File: src/rtl/exec_stall_ctrl.sv
// Execute-stage multi-cycle sequencer: FPU/divide latency, UART IN/OUT ring-buffer waits.
// Optional EXEC_STALL_TIMEOUT_EN adds a bounded UART wait and sticky io_timeout flag.
module exec_stall_ctrl #(
   parameter int FPU_LAT = 2,
   parameter int DIV_LAT = 8,
   parameter int CNT_W   = 32
`ifdef EXEC_STALL_TIMEOUT_EN
   ,
   parameter int TIMEOUT = 1_000_000
`endif
) (
   input  logic             clk,
   input  logic             rstn,
   input  logic             issue,
   input  logic [2:0]       op_class,
   input  logic             flush,
   input  logic             rx_empty,
   input  logic             tx_full,
   output logic             stall,
   output logic             fu_start,
   output logic             capture,
   output logic             rx_pop,
   output logic             tx_push,
   output logic [CNT_W-1:0] stall_cnt,
   output logic             busy
`ifdef EXEC_STALL_TIMEOUT_EN
   ,
   output logic             io_timeout
`endif
);

   localparam int MAX_LAT = (FPU_LAT > DIV_LAT) ? FPU_LAT : DIV_LAT;
   localparam int LW      = (MAX_LAT > 1) ? $clog2(MAX_LAT) : 1;

   typedef enum logic [1:0] {
      IDLE     = 2'd0,
      WAIT_LAT = 2'd1,
      WAIT_RX  = 2'd2,
      WAIT_TX  = 2'd3
   } state_t;

   state_t         state, state_nxt;
   logic [LW-1:0]  cnt, cnt_nxt;

`ifdef EXEC_STALL_TIMEOUT_EN
   logic [31:0]    wait_cnt, wait_nxt;
   logic           tmo_set;
   logic           wait_expired;
   assign wait_expired = (wait_cnt == 32'(TIMEOUT));
`endif

   always_comb begin
      state_nxt = state;
      cnt_nxt   = cnt;
      stall     = 1'b0;
      fu_start  = 1'b0;
      capture   = 1'b0;
      rx_pop    = 1'b0;
      tx_push   = 1'b0;
`ifdef EXEC_STALL_TIMEOUT_EN
      wait_nxt  = wait_cnt;
      tmo_set   = 1'b0;
`endif
      // Strobes are suppressed under reset so an abandoned op never commits.
      if (!rstn) begin
         state_nxt = IDLE;
      end else if (flush) begin
         state_nxt = IDLE;
      end else begin
         case (state)
            IDLE: begin
`ifdef EXEC_STALL_TIMEOUT_EN
               wait_nxt = '0;
`endif
               if (issue) begin
                  case (op_class)
                     3'd1: begin
                        stall     = 1'b1;
                        fu_start  = 1'b1;
                        cnt_nxt   = LW'(FPU_LAT - 1);
                        state_nxt = WAIT_LAT;
                     end
                     3'd2: begin
                        stall     = 1'b1;
                        fu_start  = 1'b1;
                        cnt_nxt   = LW'(DIV_LAT - 1);
                        state_nxt = WAIT_LAT;
                     end
                     3'd3: begin
                        stall     = 1'b1;
                        state_nxt = WAIT_RX;
                     end
                     3'd4: begin
                        stall     = 1'b1;
                        state_nxt = WAIT_TX;
                     end
                     default: ;
                  endcase
               end
            end
            WAIT_LAT: begin
               if (cnt != '0) begin
                  stall   = 1'b1;
                  cnt_nxt = cnt - LW'(1);
               end else begin
                  capture   = 1'b1;
                  state_nxt = IDLE;
               end
            end
            WAIT_RX: begin
               if (!rx_empty) begin
                  rx_pop    = 1'b1;
                  capture   = 1'b1;
                  state_nxt = IDLE;
`ifdef EXEC_STALL_TIMEOUT_EN
               end else if (wait_expired) begin
                  // Datapath writes back zero: no pop, so the head is not selected.
                  capture   = 1'b1;
                  tmo_set   = 1'b1;
                  state_nxt = IDLE;
`endif
               end else begin
                  stall = 1'b1;
`ifdef EXEC_STALL_TIMEOUT_EN
                  wait_nxt = wait_cnt + 32'd1;
`endif
               end
            end
            WAIT_TX: begin
               if (!tx_full) begin
                  tx_push   = 1'b1;
                  state_nxt = IDLE;
`ifdef EXEC_STALL_TIMEOUT_EN
               end else if (wait_expired) begin
                  tmo_set   = 1'b1;
                  state_nxt = IDLE;
`endif
               end else begin
                  stall = 1'b1;
`ifdef EXEC_STALL_TIMEOUT_EN
                  wait_nxt = wait_cnt + 32'd1;
`endif
               end
            end
            default: state_nxt = IDLE;
         endcase
      end
   end

   always_ff @(posedge clk) begin
      if (!rstn) begin
         state     <= IDLE;
         cnt       <= '0;
         stall_cnt <= '0;
      end else begin
         state <= state_nxt;
         cnt   <= cnt_nxt;
         if (stall && (stall_cnt != {CNT_W{1'b1}}))
            stall_cnt <= stall_cnt + CNT_W'(1);
      end
   end

`ifdef EXEC_STALL_TIMEOUT_EN
   always_ff @(posedge clk) begin
      if (!rstn) begin
         wait_cnt   <= '0;
         io_timeout <= 1'b0;
      end else begin
         wait_cnt <= wait_nxt;
         if (tmo_set)
            io_timeout <= 1'b1;
      end
   end
`endif

   assign busy = (state != IDLE);

endmodule

File: config.mk
export PLATFORM = sky130hd
export DESIGN_NAME = exec_stall_ctrl
export DESIGN_NICKNAME = d
export VERILOG_FILES = /design/src/rtl/exec_stall_ctrl.sv
export SDC_FILE = /design/constraint.sdc
export NUM_CORES = 1
export LEC_CHECK = 0
export CAP_MARGIN = 20
export CORE_MARGIN = 5
export CORE_UTILIZATION = 51
export DETAILED_ROUTE_END_ITERATION = 8
export MAX_ROUTING_LAYER = met4
export PLACE_DENSITY = 0.8
export RECOVER_POWER = 25
export SLEW_MARGIN = 40
export SYNTH_ARGS = -nofsm -noshare
export SYNTH_HDL_FRONTEND = slang
export SYNTH_SLANG_ARGS = --single-unit
File: constraint.sdc
create_clock -name clk -period 3 [get_ports clk]
set_input_delay 0.75 -clock clk [delete_from_list [all_inputs] [get_ports clk]]
set_output_delay 0.75 -clock clk [all_outputs]
set_load 0.005 [all_outputs]
### Word level (Yosys, flattened, before mapping)

Cells that the tools add are included.

| operators by class | value |
|---|---|
| add/sub/neg operators | 2 |
| equality and inequality tests | 15 |
| mux-type cells | 35 |
| bitwise operators | 2 |
| reductions and logical operators | 10 |

Operators with widths:

| kind | count |
|---|---|
| 32-bit by 1-bit adder with 32-bit output, second input constant | 1 |
| 32-bit inequality test, second input constant | 1 |
| 1-bit two-way mux | 23 |
| 3-bit case mux with 2 select lines | 2 |
| 2-bit inequality test, second input constant | 5 |
| 5-bit AND reduction | 2 |
| 2-bit two-way mux | 4 |
| 2-bit case mux with 4 select lines | 1 |
| 3-bit by 2-bit equality test with 1-bit output, second input constant | 2 |
| 3-bit two-way mux | 2 |
| 2-bit case mux with 3 select lines | 1 |
| 2-bit equality test, second input constant | 2 |
| 4-bit by 2-bit inequality test with 1-bit output, second input constant | 1 |
| 1-bit case mux with 4 select lines | 1 |
| 2-bit nonzero test | 2 |
| 2-bit OR reduction | 2 |
| 4-bit OR reduction | 1 |
| 3-bit by 1-bit equality test with 1-bit output, second input constant | 1 |
| 3-bit equality test, second input constant | 1 |
| 3-bit by 1-bit inequality test with 1-bit output, second input constant | 1 |
| 3-bit nonzero test | 1 |
| 3-bit by 1-bit subtractor with 3-bit output, second input constant | 1 |
| 2-bit by 1-bit equality test with 1-bit output, second input constant | 1 |
| 2-bit logical NOT | 1 |
| 3 further kinds | 4 |

| storage, ports and cells | value |
|---|---|
| register bits after elaboration | 37 |
| input port bits | 9 |
| word-level logic and storage cells | 67 |

### Depth between registers and ports, before layout

Gate-level depths: netlist (run 1).

| depth | value |
|---|---|
| depth after elaboration | 8 |
| gate-level depth with buffers | 10 |
| mapped depth without buffers | 8 |

### Worst setup path before layout (run 1)

OpenSTA, ideal clock, no wires.

| timing path | value |
|---|---|
| path type | input -> output |
| start | in op_class[2] |
| end | out stall |
| arrival time | 1.768 ns |
| path slack | 0.482 ns |
| cell stages on the path | 5 |
| cell sequence | or3_1 a31oi_1 or3_1 clkbuf_1 clkinv_1 |

| on the way | value |
|---|---|
| cells in the longest elaborated chain, start to end | 7 |
| elaborated cells on any way between the ends | 10 |
| those cells by class | 4 x eq/ne; 5 x mux; 1 x reduce/logical |

RTL lines:

| what | RTL line | RTL |
|---|---|---|
| start, declared | 15 | `input logic [2:0] op_class,` |
| 3-bit by 2-bit equality test with 1-bit output, or another cell as far along | 76 | `case (op_class)` |
| 4-bit OR reduction (no line) (*) | -- |  |
| 1-bit two-way mux (*) | 76 |  |
| 1-bit two-way mux (*) | 75 | `if (issue) begin` |
| 1-bit case mux with 4 select lines (*) | 70 | `case (state)` |
| 1-bit two-way mux (*) | 67 | `end else if (flush) begin` |
| 1-bit two-way mux (*) | 65 | `if (!rstn) begin` |
| end, declared | 19 | `output logic stall,` |

Mark *: on every way between the ends. The rest lies on a longest branch, timed or not.

### Worst setup path in the final report (run 1)

| timing path | value |
|---|---|
| start | in tx_full |
| end | out stall |

| on the way | value |
|---|---|
| cells in the longest elaborated chain, start to end | 4 |

RTL lines:

| what | RTL line | RTL |
|---|---|---|
| start, declared | 18 | `input logic tx_full,` |
| 1-bit two-way mux | 130 | `if (!tx_full) begin` |
| 1-bit case mux with 4 select lines | 70 |  |
| 1-bit two-way mux | 67 |  |
| 1-bit two-way mux | 65 |  |

Every way passes these cells.

==> impl_summary.md, run 1 <==
Synthesis
The share of Yosys cell area claimed by the top area cell type is 0.3432. The mapped netlist covers 2158 sq um. In this run, distinct cell masters in the synthesized netlist total approximately 40. Counting flops and latches in the post-synthesis netlist gives 37. Of the synthesized area, sequential elements account for 0.3432. Dividing the synthesized area by the synthesized cell count gives 8.145 sq um.

The number of nets produced by synthesis is 282. The gate count after technology mapping is around 270. By area the synthesized netlist is led by sky130_fd_sc_hd__dfxtp_1 34%, sky130_fd_sc_hd__mux2i_1 7.0%, sky130_fd_sc_hd__nand2_1 5.7%. After synthesis, the share of flip-flops with an asynchronous set or reset is 0.

Ranked by instance count, the synthesized netlist is headed by 37 x sky130_fd_sc_hd__dfxtp_1, 33 x sky130_fd_sc_hd__nand2_1, 21 x sky130_fd_sc_hd__a21oi_1. The most frequently used cell type in the post-synthesis netlist is sky130_fd_sc_hd__dfxtp_1. The largest area contributor in the netlist is sky130_fd_sc_hd__dfxtp_1.

The number of synthesis warnings is 0. The count of flip-flops with a built-in enable after synthesis is 0. The dominant synthesized flop cell is sky130_fd_sc_hd__dfxtp_1.

Clock tree
Clock-pin slew was measured on the worst setup and hold paths at 0.08 ns. The clock latency reported for the late side of the worst-skew pair is a little under 0.3 ns. In this run, CTS created clock tree buffers numbering 5. The level count of the clock H-tree is 2. The number of hold buffers added after CTS was 0. TritonCTS built the clock tree. The longest clock path from root to sink contains 2 buffers.

The root buffer selected by CTS is sky130_fd_sc_hd__clkbuf_8. The total number of clock tree sinks is 37.

Worst setup path
The critical path goes through clkdlybuf4s50_1 -> a22o_1 -> a211oi_2 -> or3_4 -> clkinv_1 -> dlygate4sd2_1. Data arrives at the worst endpoint at 2.19 ns. The number of buffer and inverter instances along the worst setup path is 3.

The required time at the worst-slack endpoint is around 2.3 ns. The worst setup path is captured at an output pin. The largest stage delay on the critical path is about 0.42 ns. The nature of the critical path startpoint is an input port. In this design, the largest share of critical-path delay is due to buffers and inverters. The setup path with the least slack is of type input port to output pin. The critical-path maximum fanout is 2. On the critical path, the stage with the largest delay is an instance of sky130_fd_sc_hd__clkdlybuf4s50_1.

Power
The total power divided by cell area is around 360 nW/um^2. The switching share of power is 0.2246. The internal power consumption is 0.8175 mW.

In this run the power spent charging and discharging nets is between 0.2 and 0.25 mW. The worst-case IR drop observed on VDD is about 0.21 mV. Of the total power, the clock network draws 0.425.

The combinational share of power is 0.100. The static leakage power is between 1 and 1.5 nW. The share of total power dissipated in sequential elements is 0.475.

Timing
The part of the cycle the worst path needs is 0.9795. Setup violations remaining at the end of the flow were counted as 0. The number of failing hold endpoints at the final stage was 0.

In this run the tightest slew margin relative to its limit is 0.5618. The worst clock skew on the final layout is 0.008381 ns. The count of pins over their slew limit is 0. Setup repair after global routing left no endpoint under its margin. After routing, the total negative slack on setup checks comes to 0 ns.

The pin slew with the least headroom to its limit is 0.6573 ns. The minimum period implied by the final worst setup slack is 2.938 ns. Derived from the worst setup path, the maximum achievable clock frequency is 340.3 MHz.

Global routing
In the global route stage, overall resource usage came out at 0.2033. The maximum number of pins on one net before global-route repair is 29. For this run the aggregate overflow at the end of global routing stands at 0.

The first global-routing pass estimated 8728 microns of wire. The via count of the first global-routing pass was roughly 2.0k. The number of antenna violations at the first check in global routing is 0.

Floorplan
The die is 75.06 microns wide. The y dimension of the die is 75.06 microns. The initialized floorplan defines 23 standard-cell rows. The boundary pin count is 47. The floorplan core area is 4058 sq um. The initial utilization of the core area, before any placement, comes to 0.5319.

The die covers around 5600 sq um.

Final layout
The layout overhead on the synthesized area is 35.19%. The number of standard cells in the final layout excluding fillers is 372. The post-route cell area is a little under 3000 sq um. The fraction of final layout cells with drive strength greater than 1 is 0.1025. The sequential cells in the finished layout cover a total of 740.7 sq um.

The diode insertion count for antenna repair is 0. After filler insertion, the fill cell instance count of the layout stands at 341. The number of nets in the finished design is 338. The area of the multi-input gates is 1365 sq um.

Placement
The routability congestion estimate from global placement is 0.8957. The placed wire-length estimate is approximately 3600 microns. The number of placed instances, taps included, is 364. The post-detailed-placement cell area is 2741 sq um.

During placement, the flow inserted port buffers numbering 46.

Route
The length of the first detailed-routing pass in iterations is 4. In the final routed layout, each cell accounts on average for 14.16 microns. Detailed routing inserted a total of around 2.2k vias. Using the TritonRoute via totals, the vias-per-cell ratio works out to 5.901.

The detailed-route wire length is 5267 microns. For this run, design rule violations remaining after detail routing come to 0. The number of design-rule violations left by the first detailed-router iteration is 112. The remaining antenna violation count is 0.

Job
Across the run, the number of max-cap violations was 0.

Worst hold path
The class of the tightest hold or removal check is register to register.

Run status
The run finished with clean final reports.
[placed cells by master (no fill, tap or decap), drive strengths merged, types with 2 or more instances in the layout]
cell	instances
mux2i	15
nand4	7
ha	8
dlymetal6s2s	2
nor4b	6
a31oi	2
nor4	5
nand2	33
o31ai	13
inv	11
or3	5
nand2b	11
buf	16
a211oi	3
a21oi	21
clkinv	2
and2	2
and3	5
dfxtp	37
dlygate4sd2	4
dlygate4sd3	16
and4	5
clkbuf	7
nor3	2
o21ai	7
or4	14
nor2	8
clkdlybuf4s50	24
o221a	2
nand3	15
[worst min-delay path, stage by stage, from the launching register on]
cell	delay, ns
sky130_fd_sc_hd__dfxtp_1	0.34
sky130_fd_sc_hd__nand2_1	0.06
sky130_fd_sc_hd__mux2i_1	0.05
[power groups by stage]
stage	Clock [mW]	Sequential (mW)	Combinational, mW
2_1_floorplan	0	0.511	0.0508
3_5_place_dp	0	0.512	0.0954
5_1_grt	0.476	0.502	0.116
4_1_cts	0.456	0.501	0.100
6_report	0.448	0.501	0.106
3_3_place_gp	0	0.512	0.0934
[sequential cells by signal, summed over array words and instances, names as in the netlist]
signal	count
cnt	3
state	2
stall_cnt	32
[layout make-up]
| type | count | share of cell area |
|---|---|---|
| flip-flops and latches | 37 | 0.2539 |
| repair buffers | 62 | 0.2003 |
| clock buffers | 7 | 0.02959 |
| inverters | 13 | 0.01672 |
| multi-input cells | 202 | 0.4678 |
| well taps | 50 | 0.02144 |
| clock inverters | 1 | 0.01029 |
[cells by family after synthesis]
group           synth area share
xor+xnor                0.004059
compound gates            0.1681
mux                      0.06956
flops                     0.3432
fa+ha+maj                0.04638
buf+inv                  0.05043
simple gates              0.3183
[final timing paths]
path,from,slack (ns),cells after the start,to
worst max-delay path,tx_full,0.06,6,stall
worst min-delay path,stall_cnt[9],0.49,2,stall_cnt[9]
worst max register to register,state[1],0.57,7,stall_cnt[29]
worst min register to register,stall_cnt[9],0.49,2,stall_cnt[9]
[per-layer routing]
layer | part of all wire | track usage
met3 | 0.051 | 0.03738
met5 | 0 | -
met1 | 0.47 | 0.2482
met4 | 0.011 | 0.06719
met2 | 0.46 | 0.3366
[metrics by stage]
step           hold WS [ns]  setup slack, ns  power, mW  utilization
3_3_place_gp         0.4696          -0.2573     0.6054       0.6756
5_1_grt              0.5177         0.006640      1.094       0.7191
6_report             0.4894          0.06153      1.054       0.7191
4_1_cts              0.4935          0.02685      1.057       0.7117
2_1_floorplan        0.4674           0.4818     0.5620            -
3_5_place_dp         0.4801          -0.2814     0.6076       0.6756
[what timing repair did]
action | CTS | global route
pin swaps | 1 | 2
gates resized for setup | 10 | 6
setup buffers | 0 | 0
setup endpoints to repair | 2 | 2
No activity file was read; power rests on OpenSTA's default activity.
==> run 2: changes to the inputs <==
--- a/config.mk
+++ b/config.mk
@@ -8,6 +8,7 @@
 export CAP_MARGIN = 20
 export CORE_MARGIN = 5
 export CORE_UTILIZATION = 51
+export CTS_CLUSTER_SIZE = 24
 export DETAILED_ROUTE_END_ITERATION = 8
 export MAX_ROUTING_LAYER = met4
 export PLACE_DENSITY = 0.8
==> results of run 2 <==
Final layout, timing and power as in run 1 (identical DEF).
==> run 3: changes to the inputs <==
--- a/config.mk
+++ b/config.mk
@@ -13,6 +13,7 @@
 export MAX_ROUTING_LAYER = met4
 export PLACE_DENSITY = 0.8
 export RECOVER_POWER = 25
+export REMOVE_ABC_BUFFERS = 1
 export SLEW_MARGIN = 40
 export SYNTH_ARGS = -nofsm -noshare
 export SYNTH_HDL_FRONTEND = slang
==> run 3 against run 2 <==
Net effect: global-route usage increased by 1.2 points; sequential power about the same; final cell count increased by 0.27%; clock skew decreased by 0.00073 ns; highest routed layer unchanged.
==> impl_summary.md, run 3 (synthesis results as in run 1) <==
Global routing
The wire length of the first global-routing pass is 9080 microns (was 8728 microns). The number of antenna violations at the first check in global routing is 0 (unchanged). The maximum number of pins on one net before global-route repair is 29 (unchanged). The via count of the first global-routing pass is 2043 (was 1991). The total global-route track usage is 0.2152 (was 0.2033). The overall overflow remaining after global route was 0 (unchanged).

Worst hold path
The class of the tightest hold or removal check is register to register (unchanged). The worst hold path stage count came to 2 (unchanged). The startpoint of the lowest-slack hold path is stall_cnt[5] (was stall_cnt[9]). The endpoint with the worst hold slack is stall_cnt[5] (was stall_cnt[9]).

Clock tree
The number of hold-repair buffers added at the cts stage is 0 (unchanged). The total number of clock tree sinks is 37 (unchanged). The number of buffers created by CTS was 5 (unchanged). The root buffer selected by CTS is sky130_fd_sc_hd__clkbuf_8 (unchanged).

The level count of the clock H-tree came to 2 (unchanged). The post-CTS setup-driven buffer insertion count is 0 (unchanged). The TritonCTS clock tree is yes (unchanged). The clock latency reported for the late side of the worst-skew pair is 0.29 ns (about the same). The maximum number of buffers from clock root to sink was 2 (unchanged). The post-CTS clock slew at the launch and capture registers of the worst setup and hold paths is 0.07 ns (was 0.08 ns).

Final layout
The largest register by flop count is stall_cnt (unchanged). The utilization of the core after routing is 0.7157 (was 0.7191). The most common cell after layout, fill and taps aside is sky130_fd_sc_hd__dfxtp_1 (unchanged). Registers with the most flip-flops: stall_cnt x32, cnt x3, state x2 (unchanged). The post-route cell area is 2904 sq um (was 2918 sq um).

The number of filler instances in the final layout is 322 (was 341). Commonest cells after routing, fill and taps aside: 37 x sky130_fd_sc_hd__dfxtp_1, 33 x sky130_fd_sc_hd__nand2_1, 23 x sky130_fd_sc_hd__clkdlybuf4s50_1, 21 x sky130_fd_sc_hd__a21oi_1, 18 x sky130_fd_sc_hd__dlygate4sd3_1 (was 37 x sky130_fd_sc_hd__dfxtp_1, 33 x sky130_fd_sc_hd__nand2_1, 24 x sky130_fd_sc_hd__clkdlybuf4s50_1, 21 x sky130_fd_sc_hd__a21oi_1, 16 x sky130_fd_sc_hd__dlygate4sd3_1). The number of flip-flops under the largest register name is 32 (unchanged). The layout overhead on the synthesized area was 34.55% (was 35.19%).

The diode insertion count for antenna repair is 0 (unchanged). The fraction of final layout cells with drive strength greater than 1 is 0.1053 (was 0.1025). The number of nets in the finished design is 339 (was 338).

Timing
The setup TNS came to 0 ns (unchanged). The pin slew with the least headroom to its limit is 0.6348 ns (was 0.6573 ns). The part of the cycle the worst path needs is 0.9710 (was 0.9795). The setup violation total in the final timing report is 0 (unchanged).

The worst clock skew on the final layout is 0.007647 ns (was 0.008381 ns). The worst relative slew slack was 0.5768 (was 0.5618). The maximum clock frequency is 343.3 MHz (was 340.3 MHz). The count of pins over their slew limit came to 0 (unchanged). The minimum period implied by the final worst setup slack is 2.913 ns (was 2.938 ns). The number of failing hold endpoints at the final stage is 0 (unchanged).

Unrepaired setup endpoints after global routing: false (unchanged). The minimum hold slack came to 0.4866 ns (was 0.4894 ns).

Route
The remaining antenna violation count is 0 (unchanged). The via count is 2215 (was 2195). The length of the first detailed-routing pass in iterations was 5 (was 4).

The number of design-rule violations left by the first detailed-router iteration came to 151 (was 112). The detailed-route vias per instance is 5.938 (was 5.901). The detailed-route wire length is 5575 microns (was 5267 microns). The total DRC errors in the routed layout is 0 (unchanged).

The average detailed-routed wire length per instance was 14.95 microns (was 14.16 microns).

Floorplan
The boundary pin count is 47 (unchanged). The die footprint was 5633 sq um (unchanged). The effective utilization at floorplan is 0.5319 (unchanged). The number of placement rows is 23 (unchanged).

The y dimension of the die is 75.06 microns (unchanged). The horizontal die dimension was 75.06 microns (unchanged). The floorplan core area is 4058 sq um (unchanged).

Worst setup path
The nature of the critical path startpoint is an input port (unchanged). The critical path's slowest cell is sky130_fd_sc_hd__clkdlybuf4s50_1 (unchanged). The critical-path maximum fanout came to 3 (was 2).

Cells along the critical path: clkdlybuf4s50_1 -> buf_4 -> o21ai_2 -> a31oi_4 -> or3_4 -> clkinv_1 -> clkdlybuf4s15_1 (was clkdlybuf4s50_1 -> a22o_1 -> a211oi_2 -> or3_4 -> clkinv_1 -> dlygate4sd2_1). The data arrival time of the critical path is 2.16 ns (was 2.19 ns). The critical setup path kind was input port to output pin (unchanged). The startpoint of the most critical register-to-register path is state[1] (unchanged). The largest stage delay on the critical path is 0.42 ns (about the same). The required time at the worst-slack endpoint is 2.25 ns (about the same). The worst-case reg-to-reg path depth came to 7 (unchanged). The setup slack of the worst register-to-register path is 0.53 ns (was 0.57 ns). The category of the worst setup path capture point is an output pin (unchanged). The capture instance of the worst register-to-register path is stall_cnt[22] (was stall_cnt[29]).

Placement
The post-detailed-placement cell area came to 2749 sq um (was 2741 sq um). The routability congestion estimate from global placement was 0.9192 (was 0.8957). The count of input and output buffers is 46 (unchanged). The placed wire-length estimate is 3883 microns (was 3628 microns).

Power
The worst IR drop on VDD is 0.3008 mV (was 0.2060 mV). The total power divided by cell area is 361.5 nW/um^2 (was 361.4 nW/um^2). The static leakage power is 1.087 nW (was 1.095 nW).

Run status
Outcome: completed (unchanged).

Job
The number of max-capacitance violations reported is 0 (unchanged).
run 3: report_power, final:
group / switching (mW) / total, mW / internal (mW)
logic: 0.0534 / 0.103 / 0.0495
registers: 0.00529 / 0.501 / 0.496
clock network: 0.175 / 0.446 / 0.271
total: 0.234 / 1.05 / 0.816
run 3: how the worst max path moves through the flow:
stage / startpoint / end / slack (ns) / depth (start not counted)
5_1_grt: op_class[2] / stall / 0.01 / 6
6_report: op_class[2] / stall / 0.09 / 7
3_5_place_dp: op_class[0] / stall / -0.27 / 6
3_3_place_gp: op_class[0] / stall / -0.28 / 6
2_1_floorplan: op_class[2] / stall / 0.39 / 4
4_1_cts: rstn / tx_push / 0.05 / 5
run 3: worst max-delay path: cells and delay by family:
| kind | cells | cell delay [ns] |
|---|---|---|
| simple gates | 1 | 0.38 |
| compound gates | 2 | 0.19 |
| buf+inv | 4 | 0.85 |
run 3: through the flow:
step	cells	setup slack (ns)	power, mW
5_1_grt	373	0.01090	1.089
3_5_place_dp	365	-0.2736	0.6074
3_3_place_gp	365	-0.2753	0.6056
4_1_cts	373	0.05094	1.052
2_1_floorplan	252	0.3900	0.5561
6_report	373	0.08708	1.050
run 3: area by class of cell:
type	count	area (sq um)	share of cell area
Clock buffer	7	86.33	0.02973
Clock inverter	1	30.03	0.01034
Inverter	13	48.80	0.01680
Multi-Input combinational cell	202	1349	0.4645
Sequential cell	37	740.7	0.2551
Tap cell	50	62.56	0.02154
Timing Repair Buffer	63	586.8	0.2021
run 3: what timing repair did:
item                                    CTS  global route
hold endpoints to repair                  0             0
endpoints found under the setup margin    2             2
resized for setup                         6             7
pin swaps                                 4             2
run 3: metal layers:
metal	global-route usage	wire length (microns)
met1	0.2553	2385
met4	0.08696	102
met2	0.3453	2740
met5	-	0
met3	0.05607	346
